### src/rtl/mem_ctrl_if.sv
// mem_ctrl_if: request/response buses of the IF and MEM clients plus the byte-wide RAM port
interface mem_ctrl_if #(
    parameter int ADDR_W = 32
);
    logic              if_req;
    logic [ADDR_W-1:0] if_addr;
    logic              if_abort;
    logic              if_done;
    logic [31:0]       if_data;
    logic              mem_req;
    logic              mem_wr;
    logic [1:0]        mem_len;
    logic [ADDR_W-1:0] mem_addr;
    logic [31:0]       mem_wdata;
    logic              mem_done;
    logic [31:0]       mem_rdata;
    logic [7:0]        ram_din;
    logic [7:0]        ram_dout;
    logic [ADDR_W-1:0] ram_a;
    logic              ram_wr;
    logic              busy;

    modport slave (
        input  if_req, if_addr, if_abort, mem_req, mem_wr, mem_len, mem_addr, mem_wdata, ram_din,
        output if_done, if_data, mem_done, mem_rdata, ram_dout, ram_a, ram_wr, busy
    );

    modport master (
        output if_req, if_addr, if_abort, mem_req, mem_wr, mem_len, mem_addr, mem_wdata, ram_din,
        input  if_done, if_data, mem_done, mem_rdata, ram_dout, ram_a, ram_wr, busy
    );
endinterface

### src/rtl/mem_ctrl.sv
// mem_ctrl: arbitrates IF and MEM requests onto a byte-wide RAM and sequences multi-byte accesses
module mem_ctrl #(
    parameter int ADDR_W = 32
) (
    input logic       clk,
    input logic       rst,
    mem_ctrl_if.slave bus
);
    typedef enum logic [1:0] {IDLE, RD, WR, DONE} state_t;

    state_t            state, state_n;
    logic [2:0]        cnt, cnt_n;
    logic [ADDR_W-1:0] addr, addr_s, ram_a_n;
    logic [1:0]        len, len_s, last, last_s, bi;
    logic              wr, wr_s, own_if, own_s;
    logic [31:0]       wdata, wdata_s, acc, acc_n, if_data_n, mem_rdata_n;
    logic              take_mem, take_if, accept, abort, capture, issue, finish;
    logic [7:0]        ram_dout_n;
    logic              ram_wr_n, if_done_n, mem_done_n, busy_n;

    function automatic logic [1:0] last_of(input logic [1:0] l);
        return l == 2'd0 ? 2'd0 : l == 2'd1 ? 2'd1 : 2'd3;
    endfunction

    // Arbitration (MEM first) and the request parameters that govern the next cycle
    always_comb begin
        take_mem = state == IDLE && bus.mem_req;
        take_if  = state == IDLE && !bus.mem_req && bus.if_req && !bus.if_abort;
        accept   = take_mem || take_if;
        abort    = state == RD && own_if && bus.if_abort;
        addr_s   = take_mem ? bus.mem_addr : take_if ? bus.if_addr : addr;
        len_s    = take_mem ? bus.mem_len : take_if ? 2'd2 : len;
        wr_s     = take_mem ? bus.mem_wr : take_if ? 1'b0 : wr;
        wdata_s  = take_mem ? bus.mem_wdata : wdata;
        own_s    = take_if ? 1'b1 : take_mem ? 1'b0 : own_if;
        last     = last_of(len);
        last_s   = last_of(len_s);
        bi       = 2'(cnt - 3'd1);
        capture  = state == RD && !abort && cnt != 3'd0;
        acc_n    = accept ? 32'd0 : capture ? acc | (32'(bus.ram_din) << {bi, 3'b000}) : acc;
    end

    // Next state: reads run one extra cycle to collect the last byte after its address
    always_comb begin
        state_n = state == IDLE ? (take_mem ? (bus.mem_wr ? WR : RD) : take_if ? RD : IDLE)
                : state == RD   ? (abort ? IDLE : cnt == {1'b0, last} + 3'd1 ? DONE : RD)
                : state == WR   ? (cnt == {1'b0, last} ? DONE : WR)
                : IDLE;
        cnt_n   = (state == IDLE || state_n == IDLE) ? 3'd0 : cnt + 3'd1;
    end

    // Next values of the registered outputs
    always_comb begin
        issue       = (state_n == RD || state_n == WR) && cnt_n <= {1'b0, last_s};
        finish      = state_n == DONE;
        ram_a_n     = issue ? addr_s + ADDR_W'(cnt_n) : '0;
        ram_wr_n    = issue && wr_s;
        ram_dout_n  = ram_wr_n ? 8'(wdata_s >> {cnt_n[1:0], 3'b000}) : 8'd0;
        busy_n      = state_n != IDLE;
        if_done_n   = finish && own_if;
        mem_done_n  = finish && !own_if;
        if_data_n   = if_done_n ? acc_n : bus.if_data;
        mem_rdata_n = mem_done_n && !wr ? acc_n : bus.mem_rdata;
    end

    // State register
    always_ff @(posedge clk) state <= rst ? IDLE : state_n;

    // Latched request, byte accumulator and registered outputs
    always_ff @(posedge clk) begin
        if (rst) begin
            cnt           <= '0;
            addr          <= '0;
            len           <= '0;
            wr            <= 1'b0;
            wdata         <= '0;
            own_if        <= 1'b0;
            acc           <= '0;
            bus.ram_a     <= '0;
            bus.ram_wr    <= 1'b0;
            bus.ram_dout  <= '0;
            bus.busy      <= 1'b0;
            bus.if_done   <= 1'b0;
            bus.mem_done  <= 1'b0;
            bus.if_data   <= '0;
            bus.mem_rdata <= '0;
        end else begin
            cnt           <= cnt_n;
            addr          <= addr_s;
            len           <= len_s;
            wr            <= wr_s;
            wdata         <= wdata_s;
            own_if        <= own_s;
            acc           <= acc_n;
            bus.ram_a     <= ram_a_n;
            bus.ram_wr    <= ram_wr_n;
            bus.ram_dout  <= ram_dout_n;
            bus.busy      <= busy_n;
            bus.if_done   <= if_done_n;
            bus.mem_done  <= mem_done_n;
            bus.if_data   <= if_data_n;
            bus.mem_rdata <= mem_rdata_n;
        end
    end
endmodule

### src/flat_wrapper.sv
// flat-port wrapper written by rule: the top's interface ports become plain ports
module mem_ctrl_flat 
#(
    parameter int ADDR_W = 32
)
  (clk, rst, bus_if_req, bus_if_addr, bus_if_abort, bus_mem_req, bus_mem_wr, bus_mem_len, bus_mem_addr, bus_mem_wdata, bus_ram_din, bus_if_done, bus_if_data, bus_mem_done, bus_mem_rdata, bus_ram_dout, bus_ram_a, bus_ram_wr, bus_busy);
  mem_ctrl_if #(.ADDR_W(ADDR_W)) bus_i ();
  input logic clk;
  input logic rst;
  input wire logic [$bits(bus_i.if_req)-1:0] bus_if_req;
  input wire logic [$bits(bus_i.if_addr)-1:0] bus_if_addr;
  input wire logic [$bits(bus_i.if_abort)-1:0] bus_if_abort;
  input wire logic [$bits(bus_i.mem_req)-1:0] bus_mem_req;
  input wire logic [$bits(bus_i.mem_wr)-1:0] bus_mem_wr;
  input wire logic [$bits(bus_i.mem_len)-1:0] bus_mem_len;
  input wire logic [$bits(bus_i.mem_addr)-1:0] bus_mem_addr;
  input wire logic [$bits(bus_i.mem_wdata)-1:0] bus_mem_wdata;
  input wire logic [$bits(bus_i.ram_din)-1:0] bus_ram_din;
  output wire logic [$bits(bus_i.if_done)-1:0] bus_if_done;
  output wire logic [$bits(bus_i.if_data)-1:0] bus_if_data;
  output wire logic [$bits(bus_i.mem_done)-1:0] bus_mem_done;
  output wire logic [$bits(bus_i.mem_rdata)-1:0] bus_mem_rdata;
  output wire logic [$bits(bus_i.ram_dout)-1:0] bus_ram_dout;
  output wire logic [$bits(bus_i.ram_a)-1:0] bus_ram_a;
  output wire logic [$bits(bus_i.ram_wr)-1:0] bus_ram_wr;
  output wire logic [$bits(bus_i.busy)-1:0] bus_busy;
  assign bus_i.if_req = bus_if_req;
  assign bus_i.if_addr = bus_if_addr;
  assign bus_i.if_abort = bus_if_abort;
  assign bus_i.mem_req = bus_mem_req;
  assign bus_i.mem_wr = bus_mem_wr;
  assign bus_i.mem_len = bus_mem_len;
  assign bus_i.mem_addr = bus_mem_addr;
  assign bus_i.mem_wdata = bus_mem_wdata;
  assign bus_i.ram_din = bus_ram_din;
  assign bus_if_done = bus_i.if_done;
  assign bus_if_data = bus_i.if_data;
  assign bus_mem_done = bus_i.mem_done;
  assign bus_mem_rdata = bus_i.mem_rdata;
  assign bus_ram_dout = bus_i.ram_dout;
  assign bus_ram_a = bus_i.ram_a;
  assign bus_ram_wr = bus_i.ram_wr;
  assign bus_busy = bus_i.busy;
  mem_ctrl #(.ADDR_W(ADDR_W)) u_core (.clk(clk), .rst(rst), .bus(bus_i));
endmodule
### config.mk
export PLATFORM = sky130hd
export DESIGN_NAME = mem_ctrl_flat
export DESIGN_NICKNAME = d
export VERILOG_FILES = /design/src/rtl/mem_ctrl_if.sv /design/src/rtl/mem_ctrl.sv /design/src/flat_wrapper.sv
export SDC_FILE = /design/constraint.sdc
export NUM_CORES = 1
export LEC_CHECK = 0
export ABC_AREA = 1
export CORE_UTILIZATION = 50
export CTS_CLUSTER_DIAMETER = 80
export CTS_CLUSTER_SIZE = 28
export DETAILED_ROUTE_END_ITERATION = 8
export GPL_ROUTABILITY_DRIVEN = 1
export PLACE_DENSITY = 0.81
export SYNTH_ARGS = -nofsm -noshare
export SYNTH_HDL_FRONTEND = slang
export SYNTH_SLANG_ARGS = --single-unit
### constraint.sdc
create_clock -name clk -period 4.7 [get_ports clk]
set_input_delay 1.175 -clock clk [delete_from_list [all_inputs] [get_ports clk]]
set_output_delay 1.175 -clock clk [all_outputs]
set_load 0.005 [all_outputs]
======== Word-level counts from Yosys, hierarchy flattened ========
Cells that the tools add are included.
word-level totals
  register bits after elaboration ......... 213
cells by class
  add/sub/neg operators ................... 4
  order comparisons ....................... 1
  equality and inequality tests ........... 9
  shift operators ......................... 2
  multiplexer cells ....................... 25
  bitwise gates (word level) .............. 3
  reduce and logical (&&, ||, !) cells .... 30
operators by type and width
  kind                                               count
  2-to-1 mux 32 bit                                  5
  adder 32 x 3 -> 32 bit                             1
  bitwise OR 32 bit                                  1
  << shifter 8 x 5 -> 32 bit                         1
  right shift 32 x 5 -> 8 bit                        1
  2-to-1 mux 2 bit                                   13
  logical AND 1 bit                                  13
  == test 2 x 1 -> 1 bit (second input constant)     4
  zero test 2 bit                                    4
  == test 2 bit (second input constant)              3
  2-to-1 mux 1 bit                                   6
  zero test 1 bit                                    5
  nonzero test 2 bit                                 2
  OR reduction 2 bit                                 2
  adder 2 x 1 -> 3 bit (second input constant)       1
  adder 3 x 1 -> 3 bit (second input constant)       1
  == test 3 x 2 -> 1 bit                             1
  == test 3 bit                                      1
  less-or-equal comparator 3 x 2 -> 1 bit            1
  logical OR 1 bit                                   3
  2-to-1 mux 3 bit                                   1
  nonzero test 3 bit                                 1
  inverter 1 bit                                     2
  subtractor 2 x 1 -> 2 bit (second input constant)  1

======== Depth between registers and ports, before layout ========
  word-level depth ........................ 17
  mapped depth ............................ 25
  mapped depth without buffers ............ 23

======== Worst setup path after synthesis ========
Ideal clock, no wire load.
  path kind ............................... input to register
  start point ............................. input port bus_if_req
  end point ............................... register u_core.bus.ram_a[8]
  data arrival time ....................... 4.161 ns
  data required time ...................... 4.581 ns
  path slack .............................. 0.420 ns
  stages .................................. 23
  buffers on the path ..................... 1
  path through ............................ inv_1 > nor2_4 > nand3_4 > inv_2 > nor2_2 > inv_1 > a21oi_1 > nand2_1 > inv_1 > ha_1 > nor2_1 > nand2_1 > clkinv_1 > clkbuf_1 > ha_1 > inv_1 > fa_1 > nand2_1 > nand2_2 > nor2_2 > inv_1 > o21ai_0 > a21oi_1
on the way
  cells in the longest elaborated chain, start to end .. 12
  elaborated cells between the ends (all ways) .. 24
  classes of those cells .................. add/sub (1); order compare (1); eq/ne (3); mux (10); bitwise (1); reduce/logical (8)
ends and longest elaborated chain
  item                                                                            line                source
  from (decl)                                                                     flat_wrapper.sv:10  input wire logic [$bits(bus_i.if_req)-1:0] bus_if_req;
  logical AND 1 bit * (2 in series)                                               mem_ctrl.sv:28      take_if = state == IDLE && !bus.mem_req && bus.if_req && !bus.if_abort;
  2-to-1 mux 1 bit *                                                              mem_ctrl.sv:45      state_n = state == IDLE ? (take_mem ? (bus.mem_wr ? WR : RD) : take_if ? RD : IDLE)
  2-to-1 mux 2 bit * (2 in series)                                                mem_ctrl.sv:45
  named net u_core.state_n[0]                                                     mem_ctrl.sv:11      state_t state, state_n;
  zero test 2 bit *                                                               mem_ctrl.sv:49      cnt_n = (state == IDLE || state_n == IDLE) ? 3'd0 : cnt + 3'd1;
  logical OR 1 bit *                                                              mem_ctrl.sv:49
  2-to-1 mux 3 bit *                                                              mem_ctrl.sv:49
  named net u_core.cnt_n[0]                                                       mem_ctrl.sv:12      logic [2:0] cnt, cnt_n;
  parallel branches: the longest is 4 deep, another holds adder 32 x 3 -> 32 bit  --
  to (signal assigned)                                                            mem_ctrl.sv:95      bus.ram_a <= ram_a_n;
  to (decl)                                                                       mem_ctrl_if.sv:25   output if_done, if_data, mem_done, mem_rdata, ram_dout, ram_a, ram_wr, busy
Mark *: on every way through the listed nets, which the timed path passes.
A chain may end at the register's enable or synchronous reset.

======== Worst setup path in the final report ========
  start point ............................. input port bus_mem_req
  end point ............................... register u_core.bus.ram_a[8]
on the way
  cells in the longest elaborated chain, start to end .. 14
  elaborated cells between the ends (all ways) .. 27
  classes of those cells .................. add/sub (1); order compare (1); eq/ne (3); mux (10); bitwise (1); reduce/logical (11)
ends and longest elaborated chain
  item                                                                            line                source
  from (decl)                                                                     flat_wrapper.sv:13  input wire logic [$bits(bus_i.mem_req)-1:0] bus_mem_req;
  zero test 1 bit                                                                 mem_ctrl.sv:28
  logical AND 1 bit (3 in series)                                                 mem_ctrl.sv:28
  2-to-1 mux 1 bit                                                                mem_ctrl.sv:45
  2-to-1 mux 2 bit * (2 in series)                                                mem_ctrl.sv:45
  named net u_core.state_n[0]                                                     mem_ctrl.sv:11
  parallel branches: the longest is 7 deep, another holds adder 32 x 3 -> 32 bit  --
Marks and branches as above.

==> results.toml <==
[global_route]
first_global_vias = 8270
grt_pass1_wl_mm = 41.36
grt_max_degree = 107
gr-usage-all-layers_pct = 28.16
grt_remaining_overflow = 0
grt_antenna_before_repair = 0

[clocking]
tritoncts = "done"
clkSinkCount = 213
hold_buffers = 0
clk_pin_slew_worst_paths_ns = 0.10
clock_path_buffers = 3
post_cts_buffers = 0
clock_latency_ns = 0.48
numCtsBuffers = 12
htreeDepth = 1
cts.repair.resized = 0
cts-root-buf = "clkbuf_16"

[worst_setup_path]
critPathBufInv = 7
critical_path_depth = 21
path_class = "input port to flip-flop"
cp.required_ns = 5.07
crit_fanout = 10
worst_setup_path_start_kind = "input port"
reg2reg_slack_ns = 1.13
slowest_delay_ns = 0.58
r2r_start = "u_core.cnt[0]"
crit_path_frequent_cell = "inv_1"
cp_top_family = "buffers and inverters"
regToRegEndpoint = "u_core.bus.ram_a[8]"
crit_end = "u_core.bus.ram_a[8]"
critPathArrivalTime_ns = 4.35
crit_start = "bus_mem_req"
crit_chain = "clkdlybuf4s50_1 -> nand2_4 -> inv_4 -> nor2_2 -> inv_1 -> a21oi_1 -> nand2_1 -> inv_1 -> ha_1 -> nor2_1 -> nand2_1 -> clkinv_1 -> ha_1 -> inv_1 -> fa_1 -> nand2_1 -> nand2_2 -> nor2_2 -> inv_1 -> o21ai_0 -> a21oi_1"
cp_slowest_cell = "clkdlybuf4s50_1"
cp-end-kind = "flip-flop"
ff2ff_path_depth = 20

[drt]
wl_mm = 26.46
ant_nets = 0
dr.pass1.iters = 5
drt_iter0_drc = 701
via_per_inst = 5.297
vias = 8693
avgRoutedWirePerCell_um = 16.13
drc_errors = 0

[run_status]
status = "finished clean"

[sta]
rsz0062_at_grt = "false"
finalCritPeriodShare_pct = 84.71
setup_tns_ns = 0
finalClockSkew_ns = 0.02061
setup_violations = 0
hold_viol_final = 0
fmax_ghz = 0.2512
maxSlewViolCount = 0
relSlewSlack_pct = 24.69
worst_slew_pin_slew_ns = 1.130
min_period_ns = 3.981

[power_and_ir_drop]
leakagePower_nw = 4.965
ir_drop_mv = 0.3473
power.density_nw_per_um2 = 447.7

[floorplanning]
core_area_um2 = 17480
die_area_um2 = 18670
ios = 220
fp.dieW_um = 136.6
initial_core_util_pct = 51.85
die_h_um = 136.6
rows = 48

[run]
drv_cap = 0

[synth]
synth_top_area_cell = "dfxtp_1"
synth_top_cell_area_share_pct = 47.06
syn_nets = 1344
yosysUniqueCellTypes = 40
avgSynthCellArea_um2 = 7.409
synthesis.area_um2 = 9061
ys_ff_latch = 213
ys_top_cells_by_area = "dfxtp_1 (47%), nand2_1 (11%), nor2_1 (7.7%)"
netlist_instances = 1223
ys_seq_area_share_pct = 47.06
yosys_warnings = 0

[final_layout]
fin_nets = 1532
fin_cells = 1641
antennaDiodeCount = 0
multiInputGateArea_um2 = 4125
fill_cells = 1437
area_growth_pct = 29.80
drive_gt1_share_pct = 5.862
design_area_um2 = 11760
final_common_cell = "nand2_1"
most-common-layout-cells = "nand2_1 (256), clkdlybuf4s50_1 (218), dfxtp_1 (213)"
seq_area_um2 = 4264

[placement]
dp_cells = 1622
post-dp-hpwl_mm = 19.19
gp_congestion = 0.9131
placed_cell_area_um2 = 11360
port_buffers = 219

[hold_path]
hp-class = "flip-flop to flip-flop"
flip-flops by register name, summed over array words and instances (netlist names):
signal / count
u_core.acc: 32
u_core.addr: 32
u_core.bus.if_data: 32
u_core.bus.mem_rdata: 32
u_core.bus.ram_a: 32
u_core.wdata: 32
u_core.bus.ram_dout: 8
u_core.cnt: 3
u_core.len: 2
u_core.state: 2
u_core.bus.busy: 1
u_core.bus.if_done: 1
u_core.bus.mem_done: 1
u_core.bus.ram_wr: 1
u_core.own_if: 1
u_core.wr: 1
tightest hold or removal path: stages (launching register included):
cell     delay, ns
dfxtp_1       0.32
mux2i_1       0.07
nor2_1        0.07
Yosys cell counts (all sizes together):
cell type / n
o211ai: 2
clkbuf: 41
a21boi: 5
o22ai: 1
or2: 7
xor2: 1
nand2: 266
a21oi: 109
nor2: 200
o2111ai: 1
o21a: 2
a31oi: 1
dfxtp: 213
and2b: 1
nor3: 3
mux2i: 32
inv: 88
fa: 1
a22oi: 1
ha: 8
and2: 2
buf: 23
clkinv: 4
o21ai: 122
nand3: 59
nand4: 29
nor2b: 1
layer usage:
layer	up-vias	wire, um	share of wire, %	global-route usage (%)
met5	-	0	0	0
met4	0	911	3.4	10.12
met3	52	1597	6.0	4.778
met2	299	12730	48	49.07
met1	4011	11220	42	34.79
li1	4331	-	-	-
per-stage QoR:
| stage | util, % | power (W) | hold WS [ns] | setup WS (ns) |
|---|---|---|---|---|
| 2_1_floorplan | - | 0.003314 | 0.4603 | 0.4201 |
| 3_3_place_gp | 65.02 | 0.004070 | 0.4732 | 0.4074 |
| 3_5_place_dp | 65.02 | 0.004107 | 0.4798 | 0.2796 |
| 4_1_cts | 67.30 | 0.005283 | 0.5027 | 0.7706 |
| 5_1_grt | 67.30 | 0.005576 | 0.5249 | 0.3400 |
| 6_report | 67.30 | 0.005265 | 0.5006 | 0.7185 |
power breakdown:
group	total (W)	switching (W)	internal (W)
clock	0.00119	0.000613	0.000574
combinational	0.00187	0.00108	0.000790
sequential	0.00221	0.000125	0.00209
total	0.00527	0.00181	0.00345
worst min path at each step:
| stage | start | to | slack, ns | cells past startpoint |
|---|---|---|---|---|
| 2_1_floorplan | u_core.wdata[0] | u_core.wdata[0] | 0.46 | 2 |
| 3_3_place_gp | u_core.wdata[17] | u_core.wdata[17] | 0.47 | 2 |
| 3_5_place_dp | u_core.wdata[27] | u_core.wdata[27] | 0.48 | 2 |
| 4_1_cts | u_core.wdata[27] | u_core.wdata[27] | 0.50 | 2 |
| 5_1_grt | u_core.wdata[27] | u_core.wdata[27] | 0.52 | 2 |
| 6_report | u_core.wdata[8] | u_core.wdata[8] | 0.50 | 2 |
logic make-up after synthesis:
| kind of cell | Yosys count | share of synthesized area [%] |
|---|---|---|
| AND/OR/NAND/NOR | 568 | 26.69 |
| multiplexers | 32 | 3.535 |
| flip-flops | 213 | 47.06 |
| AO/OA/AOI/OAI | 244 | 13.82 |
| buffers and inverters | 156 | 7.471 |
| adder cells (fa/ha/maj) | 9 | 1.326 |
| XOR/XNOR | 1 | 0.09668 |
area by class of cell:
type | count | share of cell area (%)
Sequential cell | 213 | 36.26
Multi-Input combinational cell | 854 | 35.07
Timing Repair Buffer | 238 | 19.94
Inverter | 92 | 2.957
Clock buffer | 13 | 2.766
Tap cell | 225 | 2.394
Clock inverter | 6 | 0.6170
Power figures use the tool's default switching activity.
